<file path="src/rtl/seg7_pkg.sv">
// Shared types and sizes for the seven-segment serial sequencer.
package seg7_pkg;

    typedef enum logic [1:0] {
        ST_IDLE  = 2'd0,
        ST_SHIFT = 2'd1,
        ST_LATCH = 2'd2
    } seg7_state_t;

    // Bits per frame pushed into the board's shift-register chain.
    localparam int SEG7_BITS  = 64;
    // Bit counter width: must hold SEG7_BITS without wrapping.
    localparam int SEG7_CNT_W = 7;

endpackage : seg7_pkg

</file>
<file path="src/rtl/seg7_tick_gen.sv">
// Half-period divider: one-cycle tick every CLK_DIV enabled cycles.
// A synchronous clear parks the count at zero so every phase starts full length.
module seg7_tick_gen #(
    parameter int CLK_DIV = 4
) (
    input  logic clk,
    input  logic rst_n,
    input  logic enable,
    input  logic clear,
    output logic tick
);

    localparam logic [7:0] TERM = 8'(CLK_DIV - 1);

    logic [7:0] cnt;

    assign tick = enable && (cnt == TERM);

    // Count 0..CLK_DIV-1 while enabled, reload on terminal count.
    always_ff @(posedge clk or negedge rst_n) begin
        if (!rst_n) begin
            cnt <= 8'd0;
        end else if (clear) begin
            cnt <= 8'd0;
        end else if (enable) begin
            cnt <= (cnt == TERM) ? 8'd0 : cnt + 8'd1;
        end
    end

endmodule : seg7_tick_gen

</file>
<file path="src/rtl/seg7_serial_ctrl.sv">
// Seven-segment serial sequencer: captures a 64-bit pattern, shifts it MSB
// first on a divided seg_clk, then pulses seg_pen and reports done.
// Optional feature macro: SEG7_AUTO_REFRESH_EN (periodic self-started refresh).
module seg7_serial_ctrl
    import seg7_pkg::*;
#(
    parameter int CLK_DIV        = 4,
    parameter int REFRESH_CYCLES = 1_000_000
) (
    input  logic                 clk,
    input  logic                 rst_n,
    input  logic [SEG7_BITS-1:0] pattern_i,
    input  logic                 start,
    output logic                 busy,
    output logic                 done,
    output logic                 seg_clk,
    output logic                 seg_sout,
    output logic                 seg_pen,
    output logic                 seg_clrn
);

    // Reject out-of-range configuration at elaboration time.
    if (CLK_DIV < 1 || CLK_DIV > 255 || REFRESH_CYCLES < 2) begin : g_param_chk
        $error("seg7_serial_ctrl: CLK_DIV must be 1..255 and REFRESH_CYCLES >= 2");
    end

    seg7_state_t            state, state_nxt;
    logic [SEG7_BITS-1:0]   shreg;
    logic [SEG7_CNT_W-1:0]  bitcnt;
    logic                   tick;
    logic                   req;
    logic                   refresh_hit;
    logic                   load;
    logic                   rise;
    logic                   fall;
    logic                   last_bit;
    logic                   latch_end;

    assign last_bit = (bitcnt == SEG7_CNT_W'(SEG7_BITS - 1));

    // The divider only runs during a transfer; in idle it is held at zero so
    // the first low phase after a start is a full CLK_DIV cycles.
    seg7_tick_gen #(
        .CLK_DIV (CLK_DIV)
    ) u_tick (
        .clk    (clk),
        .rst_n  (rst_n),
        .enable (state != ST_IDLE),
        .clear  (state == ST_IDLE),
        .tick   (tick)
    );

`ifdef SEG7_AUTO_REFRESH_EN
    localparam int REF_LOG = $clog2(REFRESH_CYCLES);
    localparam int REF_W   = (REF_LOG > 20) ? REF_LOG : 20;

    logic [REF_W-1:0] ref_cnt;

    assign refresh_hit = (state == ST_IDLE) && (ref_cnt == REF_W'(REFRESH_CYCLES - 1));

    // Idle-time counter; restarts after every completed or accepted transfer.
    always_ff @(posedge clk or negedge rst_n) begin
        if (!rst_n) begin
            ref_cnt <= '0;
        end else if (done || load) begin
            ref_cnt <= '0;
        end else if (state == ST_IDLE) begin
            ref_cnt <= ref_cnt + 1'b1;
        end
    end
`else
    assign refresh_hit = 1'b0;
`endif

    // An external start and a refresh expiry in the same cycle give one transfer.
    assign req = start | refresh_hit;

    // State register.
    always_ff @(posedge clk or negedge rst_n) begin
        if (!rst_n) begin
            state <= ST_IDLE;
        end else begin
            state <= state_nxt;
        end
    end

    // Next-state logic and per-cycle datapath strobes.
    always_comb begin
        state_nxt = state;
        load      = 1'b0;
        rise      = 1'b0;
        fall      = 1'b0;
        latch_end = 1'b0;
        case (state)
            ST_IDLE: begin
                if (req) begin
                    state_nxt = ST_SHIFT;
                    load      = 1'b1;
                end
            end
            ST_SHIFT: begin
                if (tick) begin
                    if (!seg_clk) begin
                        rise = 1'b1;
                    end else begin
                        fall = 1'b1;
                        if (last_bit) begin
                            state_nxt = ST_LATCH;
                        end
                    end
                end
            end
            ST_LATCH: begin
                if (tick) begin
                    state_nxt = ST_IDLE;
                    latch_end = 1'b1;
                end
            end
            default: begin
                state_nxt = ST_IDLE;
            end
        endcase
    end

    // Shift register, bit counter and registered board outputs. Data only
    // moves on the falling transition, so seg_sout is settled a full half
    // period before each rising edge and held a full half period after it.
    always_ff @(posedge clk or negedge rst_n) begin
        if (!rst_n) begin
            shreg    <= '1;
            bitcnt   <= '0;
            busy     <= 1'b0;
            done     <= 1'b0;
            seg_clk  <= 1'b0;
            seg_sout <= 1'b1;
            seg_pen  <= 1'b0;
            seg_clrn <= 1'b0;
        end else begin
            seg_clrn <= 1'b1;
            done     <= latch_end;
            busy     <= (state_nxt != ST_IDLE);
            if (load) begin
                shreg    <= pattern_i;
                bitcnt   <= '0;
                seg_sout <= pattern_i[SEG7_BITS-1];
                seg_clk  <= 1'b0;
            end
            if (rise) begin
                seg_clk <= 1'b1;
            end
            if (fall) begin
                seg_clk  <= 1'b0;
                shreg    <= {shreg[SEG7_BITS-2:0], 1'b1};
                seg_sout <= shreg[SEG7_BITS-2];
                bitcnt   <= bitcnt + SEG7_CNT_W'(1);
                if (last_bit) begin
                    seg_pen <= 1'b1;
                end
            end
            if (latch_end) begin
                seg_pen <= 1'b0;
            end
        end
    end

endmodule : seg7_serial_ctrl

</file>
<file path="config.mk">
export PLATFORM = sky130hd
export DESIGN_NAME = seg7_serial_ctrl
export DESIGN_NICKNAME = d
export VERILOG_FILES = /design/src/rtl/seg7_pkg.sv /design/src/rtl/seg7_tick_gen.sv /design/src/rtl/seg7_serial_ctrl.sv
export SDC_FILE = /design/constraint.sdc
export NUM_CORES = 1
export LEC_CHECK = 0
export CORE_ASPECT_RATIO = 1.25
export CORE_UTILIZATION = 47
export DETAILED_ROUTE_END_ITERATION = 10
export GPL_TIMING_DRIVEN = 0
export HOLD_SLACK_MARGIN = 0.03
export PLACE_DENSITY = 0.79
export SLEW_MARGIN = 15
export SYNTH_ARGS = -nofsm -noshare
export SYNTH_HDL_FRONTEND = slang
export SYNTH_SLANG_ARGS = --single-unit
</file>
<file path="constraint.sdc">
create_clock -name clk -period 1.5 [get_ports clk]
set_input_delay 0.15 -clock clk [delete_from_list [all_inputs] [get_ports clk]]
set_output_delay 0.15 -clock clk [all_outputs]
set_load 0.03 [all_outputs]
</file>
; ---- After elaboration in Yosys (flattened, before gate mapping)
; Index checks and enable logic that the tools add are counted.
[totals]
memories = 0
inputBits = 67
out_inout_bits = 6
elab_cells = 57
rom_bits = 0
regBits = 86
latch_bits = 0
ram_bits = 0
[op_classes]
n_reduce_logical = 10
shifts = 0
multipliers = 0
div = 0
bitwise_logic = 0
add_sub_neg = 2
mux = 31
eq_ne = 4
n_lt_le_gt_ge = 0
[op_table]
columns = cell, n
row1 = $mux W63, 2
row2 = $mux W8, 3
row3 = $mux W1, 18
row4 = $mux W7, 2
row5 = $reduce_bool A2 Y1, 6
row6 = $mux W2, 5
row7 = $add A8 B1 Y8 const B, 1
row8 = $eq A8 B2 Y1 const B, 1
row9 = $add A7 B1 Y7 const B, 1
row10 = $eq A7 B6 Y1 const B, 1
row11 = $pmux W2 S3, 1
row12 = $reduce_bool A3 Y1, 1
row13 = $eq A2 B1 Y1 const B, 1
row14 = $eq A2 B2 Y1 const B, 1
row15 = $logic_not A2 Y1, 1
row16 = $reduce_and A2 Y1, 1
row17 = $logic_and A1 B1 Y1, 1

; ---- Depth between registers and ports, before layout
; Gate-level depths: netlist of the first run.
[depth]
word_depth = 6
depth_mapped = 7
ltp_nobuf = 5

; ---- By module
; Synthesis of the first run repeated with hierarchy kept, for this count alone.
[hier_totals]
cells_unflattened = 463
hier_area_um2 = 4066.4
[modules_own_cells]
columns = mod, n_inst, seq_area_each_um2, area_per_inst_um2, cells_each
row1 = seg7_serial_ctrl, 1, 2031.9, 3627.2, 415
row2 = seg7_tick_gen, 1, 200.2, 439.2, 48

; ---- Least setup slack after synthesis of the first run
; Ideal clock, no wire load.
[synth_timing]
path_type = register to register
startpoint = reg seg_clk
endpoint = reg bitcnt[4]
t_required_ps = 1374
setup_slack_ps = -90
stages_incl_launch_ff = 5
n_path_buf = 1
t_arrival_ps = 1464
period_less_slack_ps = 1590
setup_time_ps = 126
cell_sequence = dfrtp_1 -> and3b_1 -> a41oi_2 -> buf_2 -> a221o_1
[synth_between]
elab_chain_len = 4
elab_cells_between_ends = 5
classes_between = mux (4) / reduce/logical (1)
[synth_lines]
columns = element, line
row1 = "start, declared", seg7_serial_ctrl.sv:16  ; output logic seg_clk,
row2 = "start signal, assigned", seg7_serial_ctrl.sv:134  ; seg_clk <= 1'b0;
row3 = "start signal, assigned", seg7_serial_ctrl.sv:146  ; seg_clk <= 1'b0;
row4 = "start signal, assigned", seg7_serial_ctrl.sv:149  ; seg_clk <= 1'b1;
row5 = $mux W1 (*), seg7_serial_ctrl.sv:103  ; if (!seg_clk) begin
row6 = $mux W1 (*), seg7_serial_ctrl.sv:102  ; if (tick) begin
row7 = $mux W1 (*), seg7_serial_ctrl.sv:94  ; case (state)
row8 = $mux W7 or $reduce_bool A2 Y1 (tied branches), n/a
row9 = "end signal, assigned", seg7_serial_ctrl.sv:155  ; bitcnt <= bitcnt + SEG7_CNT_W'(1);
row10 = "end, declared", seg7_serial_ctrl.sv:29  ; logic [SEG7_CNT_W-1:0] bitcnt;
; Mark *: on every way between the ends. The rest lies on a longest branch, timed or not.
; A chain may end at the register's enable or synchronous reset.

; ---- Final worst setup path of the first run
[layout_timing]
startpoint = reg u_tick.cnt[3]
endpoint = reg shreg[31]
[layout_between]
elab_chain_len = 5
elab_cells_between_ends = 6
classes_between = eq/ne (1) / mux (3) / reduce/logical (2)
[layout_lines]
columns = element, line
row1 = "start, declared", seg7_tick_gen.sv:15  ; logic [7:0] cnt;
row2 = "start signal, assigned", seg7_tick_gen.sv:26  ; cnt <= (cnt == TERM) ? 8'd0 : cnt + 8'd1;
row3 = $eq A8 B2 Y1 (*), seg7_tick_gen.sv:17  ; assign tick = enable && (cnt == TERM);
row4 = $logic_and A1 B1 Y1 (*), seg7_tick_gen.sv:17
row5 = $mux W1 (*), seg7_serial_ctrl.sv:102
row6 = $mux W1 (*), seg7_serial_ctrl.sv:94
row7 = $mux W63 or $reduce_bool A2 Y1 (tied branches), n/a
row8 = "end signal, assigned", seg7_serial_ctrl.sv:143  ; shreg <= pattern_i;
row9 = "end signal, assigned", seg7_serial_ctrl.sv:153  ; shreg <= {shreg[SEG7_BITS-2:0], 1'b1};
row10 = "end, declared", seg7_serial_ctrl.sv:28  ; logic [SEG7_BITS-1:0] shreg;
; Marked as above.

==> results of run 1 <==
power breakdown:
| group | leakage [uW] | internal (uW) | switching (uW) | total (uW) |
|---|---|---|---|---|
| combinational | 0.00130 | 194 | 124 | 318 |
| sequential | 0.000936 | 2460 | 46.0 | 2510 |
| clock | 0.0000962 | 754 | 782 | 1540 |
| total | 0.00233 | 3410 | 952 | 4360 |
timing repair:
action	4_1_cts	5_1_grt
pin swaps	12	14
setup endpoints to repair	89	85
hold endpoints to repair	27	0
resized for setup	57	16
hold buffers	1	0
cloned	3	1
setup buffers	11	1
cells in the mapped netlist (4+ instances only):
library cell  count  area, um^2
buf_1             5        18.8
buf_2             9        45.0
buf_4             6        45.0
and3_1            6        37.5
nor2_1           12        45.0
xor2_1            6        52.6
dfstp_2          64        1680
dfrtp_1          22         551
nand3_1          11        55.1
o21ai_0           7        35.0
clkbuf_1          4        15.0
a22oi_1          63         473
nand2_1         136         510
critical path, cell delays in order, from the launching register on:
cell and delay (ns):
dfrtp_2 0.43, nor4_4 0.31, buf_4 0.16, and4_4 0.27, buf_8 0.14, buf_12 0.11
buf_16 0.11, a22oi_2 0.05, nand2_1 0.07
stage by stage:
step | setup WS (ns) | std cells | total power [uW] | utilization, %
detailed placement | -0.486 | 548 | 2860 | 59.7
floorplan | -0.0282 | 380 | 2600 | -
global route | -0.270 | 577 | 4530 | 67.3
finish | -0.205 | 577 | 4360 | 67.3
CTS | -0.171 | 577 | 4390 | 66.6
global placement | -2.91 | 547 | 2840 | 59.3
cell type report:
type	count	share of cell area [%]
multi-input combinational	267	29.6
sequential	86	42.4
timing repair buffer	89	17.9
buffer	22	4.22
clock buffer	10	2.42
inverter	3	0.213
tap	95	2.25
clock inverter	5	0.972
sequential cells by signal (all words and copies together) (netlist names), 2 cells and up:
| name | flops |
|---|---|
| bitcnt | 7 |
| shreg | 63 |
| state | 2 |
| u_tick.cnt | 8 |
worst max path at each step:
stage	end	from
after floorplan	bitcnt[4]$_DFFE_PN0P_	u_tick.cnt[5]$_DFF_PN0_
final	shreg[31]$_DFFE_PN1P_	u_tick.cnt[3]$_DFF_PN0_
after detailed placement	shreg[43]$_DFFE_PN1P_	start
after CTS	shreg[22]$_DFFE_PN1P_	u_tick.cnt[7]$_DFF_PN0_
after global routing	shreg[38]$_DFFE_PN1P_	u_tick.cnt[3]$_DFF_PN0_
after global placement	seg_clk$_DFFE_PN0P_	rst_n
per-layer routing:
metal	global-route usage [%]	wire, um	part of all wire [%]
met1	24.8	3440	40
met2	38.9	4670	54
met3	4.07	384	4.4
met4	9.04	147	1.7
met5	0	0	0
cells by family (layout without fill, tap and decap cells):
| group | after synthesis | after routing | synth area share (%) |
|---|---|---|---|
| AOI/OAI and AO/OA | 80 | 80 | 15.4 |
| xor gates and xnor gates | 7 | 7 | 1.61 |
| adders and majority gates | 2 | 2 | 0.658 |
| buffers and inverters | 27 | 129 | 3.55 |
| DFF | 86 | 86 | 58.7 |
| muxes | 3 | 3 | 0.823 |
| other | 1 | 1 | 0.0986 |
| and+or+nand+nor | 174 | 174 | 19.2 |
==> impl_metrics.json, run 1 <==
{
  "synth.distinct_cells": 34,
  "clkTransAtPathRegs_ns": 0.08,
  "synth.avg_cell_area_um2": 10.0,
  "p_leak_uw": 0.00233,
  "syn_inst": 380,
  "hp-start": "pattern_i[0]",
  "skew_ns": 0.00858,
  "fp.dieH_um": 103,
  "reg2reg_depth": 8,
  "critPathArrivalTime_ns": 2.00,
  "final_common_cell": "nand2_1",
  "cts_root_buf": "clkbuf_8",
  "max_clock_freq_mhz": 587,
  "wl_per_cell_um": 15.0,
  "drive_gt1_share_pct": 29.9,
  "numCtsBuffers": 9,
  "fp.coreArea_um2": 7840,
  "maxCapViolCount": 0,
  "clockBufferDepth": 2,
  "drtPass1Iterations": 5,
  "die_x_um": 82.5,
  "cp-end-kind": "flip-flop",
  "startpoint_type": "flip-flop",
  "synth_async_sr_flop_share_pct": 100,
  "syn2layout_area_growth_pct": 38.7,
  "setup_viol": 85,
  "hold_path_depth": 3,
  "synth-edff-count": 0,
  "power.density_nw_per_um2": 827,
  "hold_viol_final": 0,
  "grt_overflow": 0,
  "grt_pass1_vias": 3124,
  "slew_violations": 0,
  "start_util_pct": 48.5,
  "hp-class": "primary input to flip-flop",
  "grt_pass1_wl_um": 13700,
  "r2r_slack_ns": -0.20,
  "antenna_found_initial": 0,
  "worstHoldEndpoint": "shreg[0]$_DFFE_PN1P_",
  "stdcell_area_um2": 5280,
  "fillers": 576,
  "final-seq-area_um2": 2240,
  "grt.total_usage_pct": 21.6,
  "r2r_start": "u_tick.cnt[3]$_DFF_PN0_",
  "rsz0062_at_grt": "true",
  "multiInputGateArea_um2": 1560,
  "cts-htree-levels": 3,
  "r2r-end": "shreg[31]$_DFFE_PN1P_",
  "place.gp.congestion": 0.789,
  "setup_ws_ns": -0.205,
  "port_buffers": 72,
  "top_level_ports": 73,
  "crit_fanout": 5,
  "hpwl_um": 5620,
  "drc": 0,
  "hold_slack_ns": 0.371,
  "antennaDiodeCount": 0,
  "syn-cell-area_um2": 3800,
  "fin_tns_setup_ns": -12.50,
  "clock-sinks": 86,
  "via_per_inst": 5.45,
  "worstSkewPairLatency_ns": 0.35,
  "tritoncts": "yes",
  "min_period_ns": 1.70,
  "drtAntennaViolNets": 0,
  "synthFlopType": "dfstp_2",
  "grt_start_max_net_pins": 60,
  "final_net_count": 547,
  "vias": 3144,
  "critPathKind": "flip-flop to flip-flop",
  "yosys_warnings": 0,
  "cp.required_ns": 1.80,
  "status": "finished with violations",
  "rows": 36,
  "syn-num-nets": 449,
  "post-route-period-util_pct": 114,
  "peakVddDrop_mv": 0.500,
  "drt-initial-drc-count": 129,
  "violations": "negative setup slack",
  "layout_common_cells": "136 x nand2_1, 65 x clkdlybuf4s50_1, 64 x dfstp_2",
  "wl_um": 8630,
  "placed_area_um2": 4680,
  "seq_area_frac_synth_pct": 58.7,
  "dieArea_um2": 8460,
  "ys_seq_elements": 86
}
Note: power is estimated with default switching activity, not from simulation.
==> run 2: changes to the inputs <==
--- a/config.mk
+++ b/config.mk
@@ -5,8 +5,10 @@
 export SDC_FILE = /design/constraint.sdc
 export NUM_CORES = 1
 export LEC_CHECK = 0
+export CELL_PAD_IN_SITES_DETAIL_PLACEMENT = 1
+export CELL_PAD_IN_SITES_GLOBAL_PLACEMENT = 1
 export CORE_ASPECT_RATIO = 1.25
-export CORE_UTILIZATION = 47
+export CORE_UTILIZATION = 36
 export DETAILED_ROUTE_END_ITERATION = 10
 export GPL_TIMING_DRIVEN = 0
 export HOLD_SLACK_MARGIN = 0.03
==> run 2 against run 1 <==
The flow still finishes with violations (negative setup slack). First-iteration DRC count up 6.2%. Wire length rose by 27%. Critical path depth unchanged. Combinational power up 4%. Count of clock-buffer cells in the layout is 5 higher. Global-route usage fell by 1.3 points. Clock power up 44%. Fmax fell by 1.3%. Cell count increased by 6.6%. Non-clock buffer count grew 2. Power up 16%.
==> impl_metrics.json, run 2 (synthesis results as in run 1) <==
{
  "p_leak_uw": 0.00241,
  "combPwrFrac_pct": 6.5,
  "final_net_count": 549,
  "wl_um": 11000,
  "grt.total_usage_pct": 20.3,
  "clkTransAtPathRegs_ns": 0.06,
  "setup_ws_ns": -0.227,
  "status": "finished with violations",
  "tritoncts": "yes",
  "r2r-end": "shreg[41]$_DFFE_PN1P_",
  "grt_pass1_vias": 3431,
  "r2r_slack_ns": -0.23,
  "violations": "negative setup slack",
  "drc": 0,
  "syn2layout_area_growth_pct": 43.7,
  "reg2reg_depth": 8,
  "start_util_pct": 37.2,
  "setup_viol": 82,
  "hpwl_um": 6690,
  "post-route-period-util_pct": 115,
  "cts-htree-levels": 3,
  "power_switching_uw": 1070,
  "vias": 3225,
  "clkPwrFrac_pct": 43.8,
  "largest-register": "shreg",
  "die_x_um": 93.9,
  "dieArea_um2": 11000,
  "top_level_ports": 73,
  "hold_slack_ns": 0.286,
  "min_period_ns": 1.73,
  "peakVddDrop_mv": 0.451,
  "layout_common_cells": "135 x nand2_1, 65 x clkdlybuf4s50_1, 64 x dfstp_2",
  "max_stage_delay_ns": 0.44,
  "final_cells": 615,
  "critPathKind": "flip-flop to flip-flop",
  "port_buffers": 72,
  "drive_gt1_share_pct": 31.5,
  "startpoint_type": "flip-flop",
  "top_regs": "shreg: 63 flops, u_tick.cnt: 8 flops, bitcnt: 7 flops",
  "fp.coreArea_um2": 10200,
  "drtPass1Iterations": 4,
  "max_clock_freq_mhz": 579,
  "hp-class": "primary input to async pin",
  "clockBufferDepth": 2,
  "grt_overflow": 0,
  "slew_violations": 0,
  "path_cells": "nor4_4 -> buf_4 -> and4_4 -> buf_6 -> buf_16 -> buf_8 -> a22oi_2 -> nand2_1",
  "drtAntennaViolNets": 0,
  "rows": 41,
  "numCtsBuffers": 9,
  "swShare_pct": 21.1,
  "power.density_nw_per_um2": 928,
  "fin_util_pct": 53.5,
  "clock-sinks": 86,
  "wl_per_cell_um": 17.9,
  "hold_viol_final": 0,
  "placedCellCount": 582,
  "maxCapViolCount": 0,
  "crit_fanout": 6,
  "antenna_found_initial": 0,
  "skew_ns": 0.00386,
  "rsz0062_at_grt": "true",
  "worstSkewPairLatency_ns": 0.35,
  "fp.dieH_um": 117,
  "drt-initial-drc-count": 137,
  "grt_start_max_net_pins": 56,
  "slowest_stage": "dfrtp_2",
  "via_per_inst": 5.24,
  "pwr-share-seq_pct": 49.7,
  "critPathArrivalTime_ns": 2.02,
  "largest_reg_flops": 63,
  "r2r_start": "u_tick.cnt[5]$_DFF_PN0_",
  "final_common_cell": "nand2_1",
  "grt_pass1_wl_um": 16800,
  "cts_root_buf": "clkbuf_16",
  "cp-end-kind": "flip-flop",
  "cp.required_ns": 1.79,
  "place.gp.congestion": 0.747,
  "fin_tns_setup_ns": -13.28,
  "fillers": 1118,
  "p_int_uw": 4000,
  "finalPower_uw": 5070
}
-- run 2: cell count changes in the layout (fill, tap and decap cells not counted), sizes merged --
cell	change
clkinv	-3
inv	-1
buf	+3
dlygate4sd2	-3
diode	+1
dlymetal6s2s	+3
clkbuf	+4
-- run 2: through the flow --
stage,setup WS [ns],area [um^2]
after CTS,-0.208,5310
after global routing,-0.312,5460
after global placement,-3.09,4690
after detailed placement,-0.541,4720
after floorplan,-0.0282,3810
final,-0.227,5460
-- run 2: final cells by class --
| class | instances | area (um^2) | area share [%] |
|---|---|---|---|
| Multi-Input combinational cell | 267 | 1600 | 29.2 |
| Clock inverter | 1 | 30.0 | 0.550 |
| Antenna cell | 1 | 2.50 | 0.0458 |
| Sequential cell | 86 | 2240 | 41.0 |
| Buffer | 21 | 189 | 3.46 |
| Tap cell | 129 | 161 | 2.95 |
| Inverter | 3 | 11.3 | 0.206 |
| Clock buffer | 15 | 258 | 4.72 |
| Timing Repair Buffer | 92 | 976 | 17.9 |
-- run 2: power groups by stage --
stage | sequential [uW] | clock [uW] | combinational, uW
finish | 2520 | 2220 | 330
global route | 2530 | 2360 | 363
floorplan | 2540 | 0 | 63.2
detailed placement | 2550 | 0 | 326
global placement | 2540 | 0 | 308
CTS | 2520 | 2270 | 335
-- run 2: worst max-delay path, delay by kind of cell (launching register included) --
family                 cells  cell delay, ns
buffers and inverters      4            0.56
AO/OA/AOI/OAI              1            0.05
AND/OR/NAND/NOR            3            0.62
flip-flops                 1            0.44
-- run 2: layer usage --
metal	track usage, %	up-vias	wire, um	part of all wire (%)
met4	10.7	0	286	2.6
met3	4.01	17	392	3.6
li1	-	1510	-	-
met1	23.3	1627	4430	40
met5	0	-	0	0
met2	35.8	71	5880	54
-- run 2: repair_timing --
item / CTS / global route
cloned: 3 / 1
gates resized for setup: 60 / 26
pin swaps: 14 / 21
setup endpoints to repair: 88 / 88
hold endpoints to repair: 15 / 0
hold buffers: 1 / 0
buffers inserted: 5 / 9
-- run 2: how the worst max path moves through the flow --
stage | from | endpoint | slack, ns | cells past startpoint
2_1_floorplan | u_tick.cnt[5]$_DFF_PN0_ | bitcnt[4]$_DFFE_PN0P_ | -0.03 | 4
4_1_cts | u_tick.cnt[7]$_DFF_PN0_ | shreg[30]$_DFFE_PN1P_ | -0.21 | 8
3_5_place_dp | start | shreg[38]$_DFFE_PN1P_ | -0.54 | 6
6_report | u_tick.cnt[5]$_DFF_PN0_ | shreg[41]$_DFFE_PN1P_ | -0.23 | 8
3_3_place_gp | rst_n | seg_clk$_DFFE_PN0P_ | -3.09 | 1
5_1_grt | u_tick.cnt[5]$_DFF_PN0_ | shreg[41]$_DFFE_PN1P_ | -0.31 | 8
